**src/rtl/prescaler_pkg.sv**
```systemverilog
`default_nettype none
// ============================================================================
// Module      : prescaler_pkg
// Description : Shared defaults for the multi-channel prescaler and the
//               reset-divisor function that reproduces the legacy
//               /2, /4, /8, /16 outputs (channel k divides by 2^(k+1)).
// Revision    : 1.0 - initial release
// ============================================================================
package prescaler_pkg;

    localparam int N_CH_DEF  = 4;
    localparam int CNT_W_DEF = 16;

    // Reset divisor of channel k. Channel k then matches bit k of a
    // free-running binary counter.
    function automatic int unsigned reset_div(input int k);
        return 32'd1 << (k + 1);
    endfunction

endpackage
`default_nettype wire

```
**src/rtl/prescaler_ch.sv**
```systemverilog
`default_nettype none
// ============================================================================
// Module      : prescaler_ch
// Description : One prescaler channel. Holds the period counter, the active
//               and shadow divisors and the pending flag, and drives the
//               registered square-wave and tick outputs.
// Ports       : clk_i     - clock
//               rstn_i    - asynchronous active-low reset
//               en_i      - run enable (0 freezes the counter)
//               sync_i    - synchronous restart, overrides en_i
//               we_i      - shadow divisor write strobe (already decoded)
//               div_i     - divisor to write; 0 disables the channel
//               clk_o     - divided square wave
//               tick_o    - one-cycle strobe in the last cycle of a period
//               pending_o - a written divisor has not been applied yet
// Revision    : 1.0 - initial release
// ============================================================================
module prescaler_ch
    import prescaler_pkg::*;
#(
    parameter int              CNT_W   = CNT_W_DEF,
    parameter logic [CNT_W-1:0] RST_DIV = CNT_W'(2)
) (
    input  logic             clk_i,
    input  logic             rstn_i,
    input  logic             en_i,
    input  logic             sync_i,
    input  logic             we_i,
    input  logic [CNT_W-1:0] div_i,
    output logic             clk_o,
    output logic             tick_o,
    output logic             pending_o
);

    logic [CNT_W-1:0] cnt;
    logic [CNT_W-1:0] div_act;
    logic [CNT_W-1:0] div_shd;
    logic             pend;
    logic             clk_q;
    logic             tick_q;

    logic [CNT_W-1:0] cnt_nxt;
    logic [CNT_W-1:0] act_nxt;
    logic [CNT_W-1:0] shd_nxt;
    logic             pend_nxt;
    logic             clk_nxt;
    logic             tick_nxt;
    logic             disabled;
    logic             wrap;
    logic             apply;

    always_comb begin
        disabled = (div_act == '0);
        wrap     = en_i && !disabled && (cnt == div_act - CNT_W'(1));
        // A disabled channel re-applies its shadow every cycle, so a new
        // divisor takes effect one cycle after it is written, even when
        // frozen. When nothing is pending the shadow equals the active
        // divisor, so an unconditional apply is harmless.
        apply    = sync_i || wrap || disabled;

        cnt_nxt  = cnt;
        act_nxt  = div_act;
        shd_nxt  = div_shd;
        pend_nxt = pend;

        if (apply) begin
            act_nxt  = div_shd;
            pend_nxt = 1'b0;
        end

        if (apply) begin
            cnt_nxt = '0;
        end else if (en_i) begin
            cnt_nxt = cnt + CNT_W'(1);
        end

        // The write lands after the apply decision: a wrap or sync in the
        // same cycle uses the old shadow and the new value stays pending.
        if (we_i) begin
            shd_nxt  = div_i;
            pend_nxt = 1'b1;
        end

        // Outputs are computed from next-state values so the flops line up
        // with the counter without an extra cycle of latency.
        tick_nxt = en_i && !sync_i && (act_nxt != '0) &&
                   (cnt_nxt == act_nxt - CNT_W'(1));
        clk_nxt  = (act_nxt != '0) && (cnt_nxt >= (act_nxt >> 1));
    end

    always_ff @(posedge clk_i or negedge rstn_i) begin
        if (!rstn_i) begin
            cnt     <= '0;
            div_act <= RST_DIV;
            div_shd <= RST_DIV;
            pend    <= 1'b0;
            clk_q   <= 1'b0;
            tick_q  <= 1'b0;
        end else begin
            cnt     <= cnt_nxt;
            div_act <= act_nxt;
            div_shd <= shd_nxt;
            pend    <= pend_nxt;
            clk_q   <= clk_nxt;
            tick_q  <= tick_nxt;
        end
    end

    assign clk_o     = clk_q;
    assign tick_o    = tick_q;
    assign pending_o = pend;

endmodule
`default_nettype wire

```
**src/rtl/prescaler_multi.sv**
```systemverilog
`default_nettype none
// ============================================================================
// Module      : prescaler_multi
// Description : Multi-channel programmable clock-enable generator. Each
//               channel divides clk_i by a run-time divisor; reset divisors
//               reproduce the legacy /2, /4, /8, /16 prescaler outputs.
// Ports       : clk_i     - clock
//               rstn_i    - asynchronous active-low reset
//               en_i      - global run enable
//               sync_i    - synchronous restart of all channels
//               cfg_we_i  - divisor write strobe
//               cfg_ch_i  - target channel of the write
//               cfg_div_i - divisor value (0 disables the channel)
//               clk_o     - per-channel divided square wave
//               tick_o    - per-channel one-cycle strobe
//               pending_o - per-channel written-but-not-applied flag
// Revision    : 1.0 - initial release
// ============================================================================
module prescaler_multi
    import prescaler_pkg::*;
#(
    parameter int N_CH  = N_CH_DEF,
    parameter int CNT_W = CNT_W_DEF,
    parameter int CH_W  = (N_CH > 1) ? $clog2(N_CH) : 1
) (
    input  logic             clk_i,
    input  logic             rstn_i,
    input  logic             en_i,
    input  logic             sync_i,
    input  logic             cfg_we_i,
    input  logic [CH_W-1:0]  cfg_ch_i,
    input  logic [CNT_W-1:0] cfg_div_i,
    output logic [N_CH-1:0]  clk_o,
    output logic [N_CH-1:0]  tick_o,
    output logic [N_CH-1:0]  pending_o
);

    for (genvar k = 0; k < N_CH; k++) begin : g_ch
        logic we_ch;

        // An index of N_CH or above matches no channel, so such writes
        // are dropped without touching any state.
        assign we_ch = cfg_we_i && (cfg_ch_i == CH_W'(k));

        prescaler_ch #(
            .CNT_W   (CNT_W),
            .RST_DIV (CNT_W'(reset_div(k)))
        ) u_ch (
            .clk_i     (clk_i),
            .rstn_i    (rstn_i),
            .en_i      (en_i),
            .sync_i    (sync_i),
            .we_i      (we_ch),
            .div_i     (cfg_div_i),
            .clk_o     (clk_o[k]),
            .tick_o    (tick_o[k]),
            .pending_o (pending_o[k])
        );
    end

endmodule
`default_nettype wire

```
**config.mk**
```make
export PLATFORM = sky130hd
export DESIGN_NAME = prescaler_multi
export DESIGN_NICKNAME = d
export VERILOG_FILES = /design/src/rtl/prescaler_pkg.sv /design/src/rtl/prescaler_ch.sv /design/src/rtl/prescaler_multi.sv
export SDC_FILE = /design/constraint.sdc
export NUM_CORES = 1
export LEC_CHECK = 0
export ABC_AREA = 1
export BUFFER_PORTS_ARGS = -buffer_cell sky130_fd_sc_hd__buf_2
export CORE_MARGIN = 5
export CORE_UTILIZATION = 55
export CTS_CLUSTER_DIAMETER = 150
export DETAILED_ROUTE_END_ITERATION = 10
export GPL_TIMING_DRIVEN = 0
export PLACE_DENSITY = 0.71
export SLEW_MARGIN = 20
export SYNTH_ARGS = -nofsm -noshare
export SYNTH_HDL_FRONTEND = slang
export SYNTH_SLANG_ARGS = --single-unit
```
**constraint.sdc**
```tcl
create_clock -name clk_i -period 6 [get_ports clk_i]
set_input_delay 0.6 -clock clk_i [delete_from_list [all_inputs] [get_ports clk_i]]
set_output_delay 0.6 -clock clk_i [all_outputs]
set_load 0.1 [all_outputs]
```
==> results.ini, run 1 <==
[sta]
setup_slack_ps=1689
finalHoldViolCount=0
period_needed_ps=4311
slew_headroom_pct=43.56
fin_skew_ps=17.82
tightest_slew_ps=837.8
fmax_ghz=0.2320
min_period_over_period_pct=71.85
rsz0062_at_grt=no
timing.hold.ws_ps=452.9
setup_violations=0
finalSetupTns_ps=0
drv_slew=0

[setup_path]
cp.required_ps=6380
critPathArrivalTime_ps=4690
end_kind=flop
cp.buffers_inverters=4
crit_path_max_incr_delay_ps=420
critPathKind=flop to flop
worstSetupStartpointType=flop
cp_top_family=simple AND/OR/NAND/NOR gates
crit_path_top_delay_cell=dfrtp_1
cpMostUsedCell=nand2_1
cp_max_fo=10

[synth]
synth_cell_type_count=47
synth.mux.area_fraction_pct=0.1875
ys_ff_latch=204
synthArstFlopShare_pct=100.0
ys.flop_type=dfrtp_1
syn_area_um2=16020
synth_top_family_by_area=simple AND/OR/NAND/NOR gates
synthXorXnorAreaFrac_pct=7.701
syn_nets=2438
yosysWarningCount=0
synth_compound_area_share_pct=5.999
avgSynthCellArea_um2=6.849
synthAdderAreaFrac_pct=5.936
synthSimpleGateAreaFrac_pct=38.18
postSynthCellCount=2339
synth_edf_count=0
ys_seq_area_share_pct=31.93

[cells_and_area]
nets=2498
drive_gt1_share_pct=10.10
num_antenna_cells=0
fin_area_um2=17550
fin_cells=2799
syn_to_final_growth_pct=9.560
post-route-util_pct=61.15

[routing]
dr.pass1.iters=6
vias_per_cell=5.352
via_count=14980
drc_errors=0
ant_nets=0
routed_wirelength_mm=44.62
wl_per_cell_um=15.94
drtIter0Drc=1016

[clocking]
cts_tree=yes
cts_inserted_buffers=22
insertion_delay_ps=530
post_cts_buffers=0
clk_path_buf_depth=3
clkSinkCount=204
root_buffer=clkbuf_16
clk_pin_slew_ps=70
cts-htree-levels=1

[floorplan]
die_x_um=180.7
rows=62
initial_core_util_pct=55.81
core_area_um2=28700
die_height_um=180.7
ios=35
die-area_um2=32640

[placed_design]
dp_hpwl_mm=35.12
gp_congestion=0.9502
dp_cells=2758
port_buffers=33
place_area_um2=16730
pre_cts_slack_ps=1576

[power_and_ir_drop]
p_total_mw=4.544
power.density_nw_per_um2=258.9
p_leak_nw=9.177
peakVddDrop_mv=0.1827

[grt]
grt_util_all_layers_pct=26.85
grt_pass1_vias=14340
grt_max_degree=100
grt-ovfl-total=0
grt_pass1_wl_mm=72.57
antenna_found_initial=0

[min_path]
hold_path_class=input port to flop

[status]
status=finished clean

[flow_run]
max_cap_violations=0

sequential cells by signal (all words and copies together), names as in the netlist:
signal               count
g_ch.u_ch.cnt           64
g_ch.u_ch.div_shd       64
g_ch.u_ch.tick_o         4
g_ch.u_ch.pending_o      4
g_ch.u_ch.clk_o          4
g_ch.u_ch.div_act       64
Yosys cell counts (9+ instances only):
library cell	number	area share, %
nand2_2	39	1.5
dfrtp_1	196	31
nand4_1	92	3.6
nand2_1	715	17
buf_2	11	0.34
o21ai_1	10	0.31
a21oi_1	26	0.81
buf_6	9	0.63
nor3_1	13	0.41
nor2_1	255	6.0
nor2_4	16	1.1
clkbuf_1	20	0.47
o21ai_0	93	2.9
o21a_1	13	0.61
buf_4	17	0.80
xnor2_1	43	2.4
nand3_1	158	4.9
nand3b_1	16	0.75
inv_2	14	0.33
nor2_2	27	1.1
ha_1	76	5.9
xor2_1	85	4.6
inv_1	307	7.2
placed cells by master (no fill, tap or decap), drive strengths merged:
cell,count
nor3b,4
o21a,13
ha,76
nor2,298
xnor2,43
o221ai,1
dfstp,8
xnor3,5
or2,4
o21bai,8
nand3b,16
clkinvlp,2
inv,322
a21oi,26
and2,1
nand3,170
dlygate4sd3,1
a21boi,8
nand4,93
o21ai,107
a21o,1
clkbuf,48
nor3,16
mux2i,3
dfrtp,196
buf,78
nor4,5
clkinv,9
bufinv,4
o2111ai,1
o31ai,1
nand2,758
xor2,85
a211oi,3
o211ai,1
path summary, 6_finish.rpt:
kind                            slack (ps)  cells after the start                                  end                               start
max in group asynchronous             4790                      3    g_ch[1].u_ch.div_act[2]$_DFF_PN1_                              rstn_i
worst max-delay path                  1690                     31         g_ch[1].u_ch.clk_o$_DFF_PN0_   g_ch[1].u_ch.div_act[0]$_DFF_PN0_
worst min-delay path                   450                      3  g_ch[2].u_ch.div_shd[9]$_DFFE_PN0P_                        cfg_div_i[9]
worst min register to register         470                      2   g_ch[2].u_ch.pending_o$_DFFE_PN0P_  g_ch[2].u_ch.pending_o$_DFFE_PN0P_
worst max register to register        1690                     31         g_ch[1].u_ch.clk_o$_DFF_PN0_   g_ch[1].u_ch.div_act[0]$_DFF_PN0_
min in group asynchronous              480                      2        g_ch[0].u_ch.tick_o$_DFF_PN0_                              rstn_i
cells by family after synthesis:
family                   count (synthesis)
AND/OR/NAND/NOR                       1365
buffers and inverters                  388
flip-flops                             204
AO/OA/AOI/OAI                          170
XOR/XNOR                               133
adder cells (fa/ha/maj)                 76
multiplexers                             3
final cells by class:
cell class                      count  area (µm²)
Fill cell                        2706       11150
Multi-Input combinational cell   1747        9291
Sequential cell                   204        5115
Inverter                          325        1220
Clock buffer                       28       634.4
Tap cell                          384       480.5
Buffer                             63       392.9
Timing Repair Buffer               36       240.2
Clock inverter                     12       176.4
power by group:
part / internal (mW) / total, mW / switching (mW)
clock network: 0.924 / 1.52 / 0.591
logic: 0.450 / 1.34 / 0.893
registers: 1.53 / 1.69 / 0.157
tightest hold or removal path: stages:
cell	delay [ps]
buf_2	80
inv_1	100
o21ai_0	170
routing by layer:
metal / global-route usage (%) / wire, µm / up-vias
met5: 0 / 0 / -
met1: 36.39 / 19870 / 6981
met4: 9.256 / 1526 / 0
met3: 1.918 / 2154 / 88
li1: - / - / 7494
met2: 45.64 / 21070 / 418
timing repair:
item                                   4_1_cts  5_1_grt
hold buffers                                 1        0
resized for setup                            0        0
endpoints found under the hold margin        7        0
Power figures use the tool's default switching activity.
==> run 2: changes to the inputs <==
PLACE_DENSITY = 0.74   (was 0.71)
clock period = 3.53 ns   (was 6 ns; I/O delays follow)
==> results.ini, run 2 (synthesis gave the netlist of run 1 again) <==
[clocking]
clkSinkCount=204  ; unchanged
root_buffer=clkbuf_16
cts-htree-levels=1  ; unchanged
insertion_delay_ps=520  ; about the same
cts_tree=yes
clk_path_buf_depth=3  ; unchanged
cts_inserted_buffers=24  ; +9.1%
clk_pin_slew_ps=60  ; about the same

[setup_path]
cp_max_fo=5  ; -5
cpMostUsedCell=nand2_1
regToRegSetupSlack_ps=-380  ; -2070 ps
crit_path_top_delay_cell=dfstp_2
crit_path_max_incr_delay_ps=550  ; +130 ps
reg2reg_to=g_ch[0].u_ch.clk_o$_DFF_PN0_
critPathArrivalTime_ps=4330  ; -360 ps
end_kind=flop
worstSetupStartpointType=flop
r2r_start=g_ch[0].u_ch.div_act[1]$_DFF_PN1_
critPathKind=flop to flop
cp.required_ps=3940  ; -2440 ps
worstRegToRegCells=31  ; unchanged

[sta]
setup_violations=4  ; +4
rsz0062_at_grt=yes
drv_slew=0  ; unchanged
period_needed_ps=3911  ; -399.8 ps
fmax_ghz=0.2557  ; +10%
timing.hold.ws_ps=205.7  ; -247.3 ps
min_period_over_period_pct=110.8  ; +39 points
slew_headroom_pct=48.53  ; +5.0 points
fin_skew_ps=12.46  ; -5.359 ps
tightest_slew_ps=772.0  ; -65.73 ps
finalHoldViolCount=0  ; unchanged
finalSetupTns_ps=-1211  ; -1211 ps
setup_slack_ps=-381.2  ; -2070 ps

[placed_design]
dp_cells=2758  ; unchanged
port_buffers=33  ; unchanged
dp_hpwl_mm=35.45  ; +0.93%
gp_congestion=0.9767  ; +2.8%
pre_cts_slack_ps=-689.5  ; -2266 ps

[cells_and_area]
fin_cells=2877  ; +2.8%
syn_to_final_growth_pct=17.64
layout_common_cells=nand2_1 (691), inv_1 (287), nor2_1 (228)
drive_gt1_share_pct=17.17  ; +7.1 points
nets=2574  ; +3.0%
top_regs=g_ch.u_ch.cnt (64), g_ch.u_ch.div_act (64), g_ch.u_ch.div_shd (64)
final_common_cell=nand2_1
num_antenna_cells=0  ; unchanged

[floorplan]
die-area_um2=32640  ; unchanged
initial_core_util_pct=55.81  ; unchanged
rows=62  ; unchanged
ios=35  ; unchanged
die_height_um=180.7  ; unchanged
die_x_um=180.7  ; unchanged
core_area_um2=28700  ; unchanged

[status]
violations=negative setup slack
status=finished, violations left

[routing]
dr.pass1.iters=5  ; -1
drtIter0Drc=1132  ; +11%
drc_errors=0  ; unchanged
ant_nets=0  ; unchanged
routed_wirelength_mm=47.48  ; +6.4%
vias_per_cell=5.399  ; +0.87%
wl_per_cell_um=16.50  ; +3.5%
via_count=15530  ; +3.7%

[power_and_ir_drop]
p_leak_nw=9.638  ; +5.0%
p_total_mw=8.196  ; +80%
peakVddDrop_mv=0.4494  ; +150%
power.density_nw_per_um2=434.9  ; +68%

[min_path]
hold_path_end=g_ch[0].u_ch.div_shd[1]$_DFFE_PN1P_
hold_path_class=input port to flop
min_path_cells=3  ; unchanged
worst_hold_startpoint=cfg_div_i[1]

[grt]
grt-ovfl-total=0  ; unchanged
grt_util_all_layers_pct=28.15  ; +1.3 points
grt_max_degree=82  ; -18%
antenna_found_initial=0  ; unchanged
grt_pass1_vias=14740  ; +2.8%
grt_pass1_wl_mm=75.87  ; +4.5%

[flow_run]
max_cap_violations=0  ; unchanged

==> run 2: changes by cell type in the layout (fill, tap and decap cells not counted), moves of 8 or more <==
cell     delta
buf_4      +64
ha_1       -13
ha_4       +13
inv_1      -20
inv_2      +17
nand2_1    -24
nand2_2    +16
nand2_4     +8
nor2_1     -27
nor2_4     +20
==> run 2: area by class of cell <==
class | instances | area [µm²]
buffer | 63 | 480.5
clock buffer | 28 | 646.9
clock inverter | 16 | 205.2
fill | 2581 | 9858
inverter | 325 | 1236
multi-input combinational | 1747 | 9842
sequential | 204 | 5124
tap | 384 | 480.5
timing repair buffer | 110 | 829.5
==> run 2: worst max path at each step <==
stage | start | to | slack (ps)
6_report | g_ch[0].u_ch.div_act[1]$_DFF_PN1_ | g_ch[0].u_ch.clk_o$_DFF_PN0_ | -380
5_1_grt | g_ch[3].u_ch.div_act[0]$_DFF_PN0_ | g_ch[3].u_ch.clk_o$_DFF_PN0_ | -670
4_1_cts | g_ch[3].u_ch.div_act[0]$_DFF_PN0_ | g_ch[3].u_ch.clk_o$_DFF_PN0_ | -390
3_5_place_dp | g_ch[3].u_ch.div_act[0]$_DFF_PN0_ | g_ch[3].u_ch.clk_o$_DFF_PN0_ | -690
3_3_place_gp | rstn_i | g_ch[1].u_ch.cnt[15]$_DFF_PN0_ | -1400
2_1_floorplan | g_ch[0].u_ch.div_act[1]$_DFF_PN1_ | g_ch[0].u_ch.clk_o$_DFF_PN0_ | -50
==> run 2: critical path: cells and delay by family, from the launching register on <==
family / cells / cell delay [ps]
adders and majority gates: 2 / 390
AOI/OAI and AO/OA: 8 / 1040
DFF: 1 / 550
and+or+nand+nor: 18 / 1480
buffers and inverters: 2 / 170
xor gates and xnor gates: 1 / 130
==> run 2: stage by stage <==
step                cell area, µm²  util, %
finish                       18840    65.65
floorplan                    16100        -
detailed placement           16810    58.58
global placement             16750    58.36
CTS                          18210    63.45
global route                 18840    65.65
==> run 2: where the power goes <==
group	internal [mW]	switching (mW)
Combinational	0.961	1.68
Clock	1.62	1.05
Sequential	2.60	0.284
==> run 2: metal layers <==
layer  vias to the layer above  wire length [µm]  global-route usage, %
met5                         -                 0                      0
met2                       508             22980                  48.29
li1                       7654                 -                      -
met4                         0              1557                  8.076
met3                       102              2748                  2.987
met1                      7269             20190                  37.88
==> run 2: repair_timing <==
item | 4_1_cts | 5_1_grt
hold endpoints to repair | 44 | 0
hold buffers | 1 | 0
setup buffers | 35 | 41
endpoints found under the setup margin | 5 | 8
resized for setup | 81 | 86
pin swaps | 38 | 65
==> run 3: changes to the inputs <==
PLACE_DENSITY = 0.71   (was 0.74)
clock period = 3.7 ns   (was 3.53 ns; I/O delays follow)
==> results.ini, run 3 (synthesis gave the netlist of run 1 again) <==
[status]
violations=negative setup slack
status=finished, violations left

[sta]
tightest_slew_ps=857.0  ; +84.93 ps
min_period_over_period_pct=103.7  ; -7.1 points
drv_slew=0  ; unchanged
setup_slack_ps=-138.5  ; +242.6 ps
fin_skew_ps=8.529  ; -3.934 ps
finalSetupTns_ps=-286.1  ; +925.2 ps
rsz0062_at_grt=yes
period_needed_ps=3839  ; -72.63 ps
finalHoldViolCount=0  ; unchanged
slew_headroom_pct=42.66  ; -5.9 points
setup_violations=3  ; -1
fmax_ghz=0.2605  ; +1.9%

[setup_path]
critPathArrivalTime_ps=4230  ; -100 ps
cp_max_fo=10  ; +5
cpMostUsedCell=nand2_1
end_kind=flop
worstSetupStartpointType=flop
critPathKind=flop to flop
crit_path_top_delay_cell=dfrtp_1
crit_path_max_incr_delay_ps=410  ; -140 ps
cp.required_ps=4100  ; +160 ps

[clocking]
insertion_delay_ps=520  ; about the same
clk_path_buf_depth=3  ; unchanged
clkSinkCount=204  ; unchanged
root_buffer=clkbuf_16
cts_tree=yes
cts_inserted_buffers=23  ; -4.2%
cts-htree-levels=1  ; unchanged
clk_pin_slew_ps=60  ; about the same

[grt]
antenna_found_initial=0  ; unchanged
grt_pass1_vias=14740  ; +0.027%
grt-ovfl-total=0  ; unchanged
grt_pass1_wl_mm=75.09  ; -1.0%
grt_max_degree=99  ; +21%
grt_util_all_layers_pct=27.93  ; -0.23 points

[routing]
vias_per_cell=5.348  ; -0.94%
drc_errors=0  ; unchanged
wl_per_cell_um=16.24  ; -1.6%
via_count=15290  ; -1.6%
dr.pass1.iters=7  ; +2
drtIter0Drc=1152  ; +1.8%
ant_nets=0  ; unchanged
routed_wirelength_mm=46.44  ; -2.2%

[power_and_ir_drop]
p_leak_nw=9.511  ; -1.3%
p_comb_share_pct=33.4  ; +1.2 points
p_sw_share_pct=37.81  ; +1.0 points
power.density_nw_per_um2=399.6  ; -8.1%
seqPwrFrac_pct=37.3  ; +2.1 points
power_frac_clock_pct=29.3  ; -3.3 points
intPower_mw=4.604  ; -11%
peakVddDrop_mv=0.4244  ; -5.6%
power.switching_mw=2.798  ; -7.2%
p_total_mw=7.402  ; -9.7%

[floorplan]
die-area_um2=32640  ; unchanged
core_area_um2=28700  ; unchanged
rows=62  ; unchanged
die_x_um=180.7  ; unchanged
ios=35  ; unchanged
die_height_um=180.7  ; unchanged
initial_core_util_pct=55.81  ; unchanged

[cells_and_area]
final_common_cell=nand2_1
layout_common_cells=nand2_1 (688), inv_1 (293), nor2_1 (226)
nets=2558  ; -0.62%
drive_gt1_share_pct=16.44  ; -0.72 points
num_antenna_cells=0  ; unchanged
syn_to_final_growth_pct=15.64
top_regs=g_ch.u_ch.cnt (64), g_ch.u_ch.div_act (64), g_ch.u_ch.div_shd (64)

[placed_design]
port_buffers=33  ; unchanged
gp_congestion=0.9447  ; -3.3%
dp_hpwl_mm=35.44  ; about the same
pre_cts_slack_ps=-629.6  ; +59.94 ps

[flow_run]
max_cap_violations=0  ; unchanged

[min_path]
hold_path_class=input port to flop

[run 3: cell count changes in the layout (fill, tap and decap cells not counted), moves of 4 or more]
cell	change
buf_4	-9
nand2_4	+4
inv_1	+6
bufinv_16	-4
clkbuf_1	+6
inv_2	-6
dfrtp_2	+4
dfrtp_1	-4
[run 3: cell type report]
cell class,count,area [µm²]
multi-input combinational,1747,9821
inverter,325,1231
timing repair buffer,97,709.4
clock inverter,7,40.04
sequential,204,5129
clock buffer,34,656.9
tap,384,480.5
buffer,61,456.7
fill,2609,10180
[run 3: timing repair]
action                                 in CTS  in global routing
pin swaps                                  46                 41
hold buffers                                1                  0
buffers inserted                           35                 26
gates cloned                                0                  0
setup endpoints to repair                   5                  7
gates resized for setup                   118                 73
endpoints found under the hold margin      13                  0
[run 3: final timing paths]
path	slack, ps	end	start	cells past startpoint
max in group asynchronous	2680	g_ch[1].u_ch.div_act[6]$_DFF_PN0_	rstn_i	3
setup / recovery	-140	g_ch[3].u_ch.clk_o$_DFF_PN0_	g_ch[3].u_ch.div_act[0]$_DFF_PN0_	29
min in group asynchronous	260	g_ch[0].u_ch.clk_o$_DFF_PN0_	rstn_i	2
hold reg to reg	470	g_ch[2].u_ch.pending_o$_DFFE_PN0P_	g_ch[2].u_ch.pending_o$_DFFE_PN0P_	2
hold / removal	220	g_ch[0].u_ch.div_shd[0]$_DFFE_PN0P_	cfg_div_i[0]	3
setup reg to reg	-140	g_ch[3].u_ch.clk_o$_DFF_PN0_	g_ch[3].u_ch.div_act[0]$_DFF_PN0_	29
[run 3: power groups by stage]
stage | combinational [mW] | sequential [mW] | clock (mW)
2_1_floorplan | 1.64 | 2.68 | 0
3_3_place_gp | 2.11 | 2.76 | 0
3_5_place_dp | 2.16 | 2.76 | 0
4_1_cts | 2.35 | 2.74 | 2.19
5_1_grt | 2.78 | 2.79 | 2.30
6_report | 2.47 | 2.76 | 2.17
[run 3: worst max-delay path, delay by kind of cell (launching register included)]
family | cells | cell delay (ps)
AND/OR/NAND/NOR | 17 | 1450
AO/OA/AOI/OAI | 6 | 820
buffers and inverters | 4 | 570
adder cells (fa/ha/maj) | 2 | 480
flip-flops | 1 | 410
[run 3: through the flow]
stage	hold slack [ps]	instance area [µm²]	util, %	std cells
after floorplan	74.41	16020	-	2339
after global placement	457.0	16670	58.07	2756
after CTS	203.5	18090	63.03	2833
after global routing	212.2	18520	64.54	2859
final	218.1	18520	64.54	2859
after detailed placement	204.4	16730	58.30	2758
[run 3: layer usage]
layer | up-vias | GRT usage [%] | wire (µm)
met3 | 107 | 3.068 | 2114
li1 | 7630 | - | -
met5 | - | 0 | 0
met4 | 0 | 8.923 | 1526
met2 | 400 | 47.95 | 22280
met1 | 7153 | 37.07 | 20520
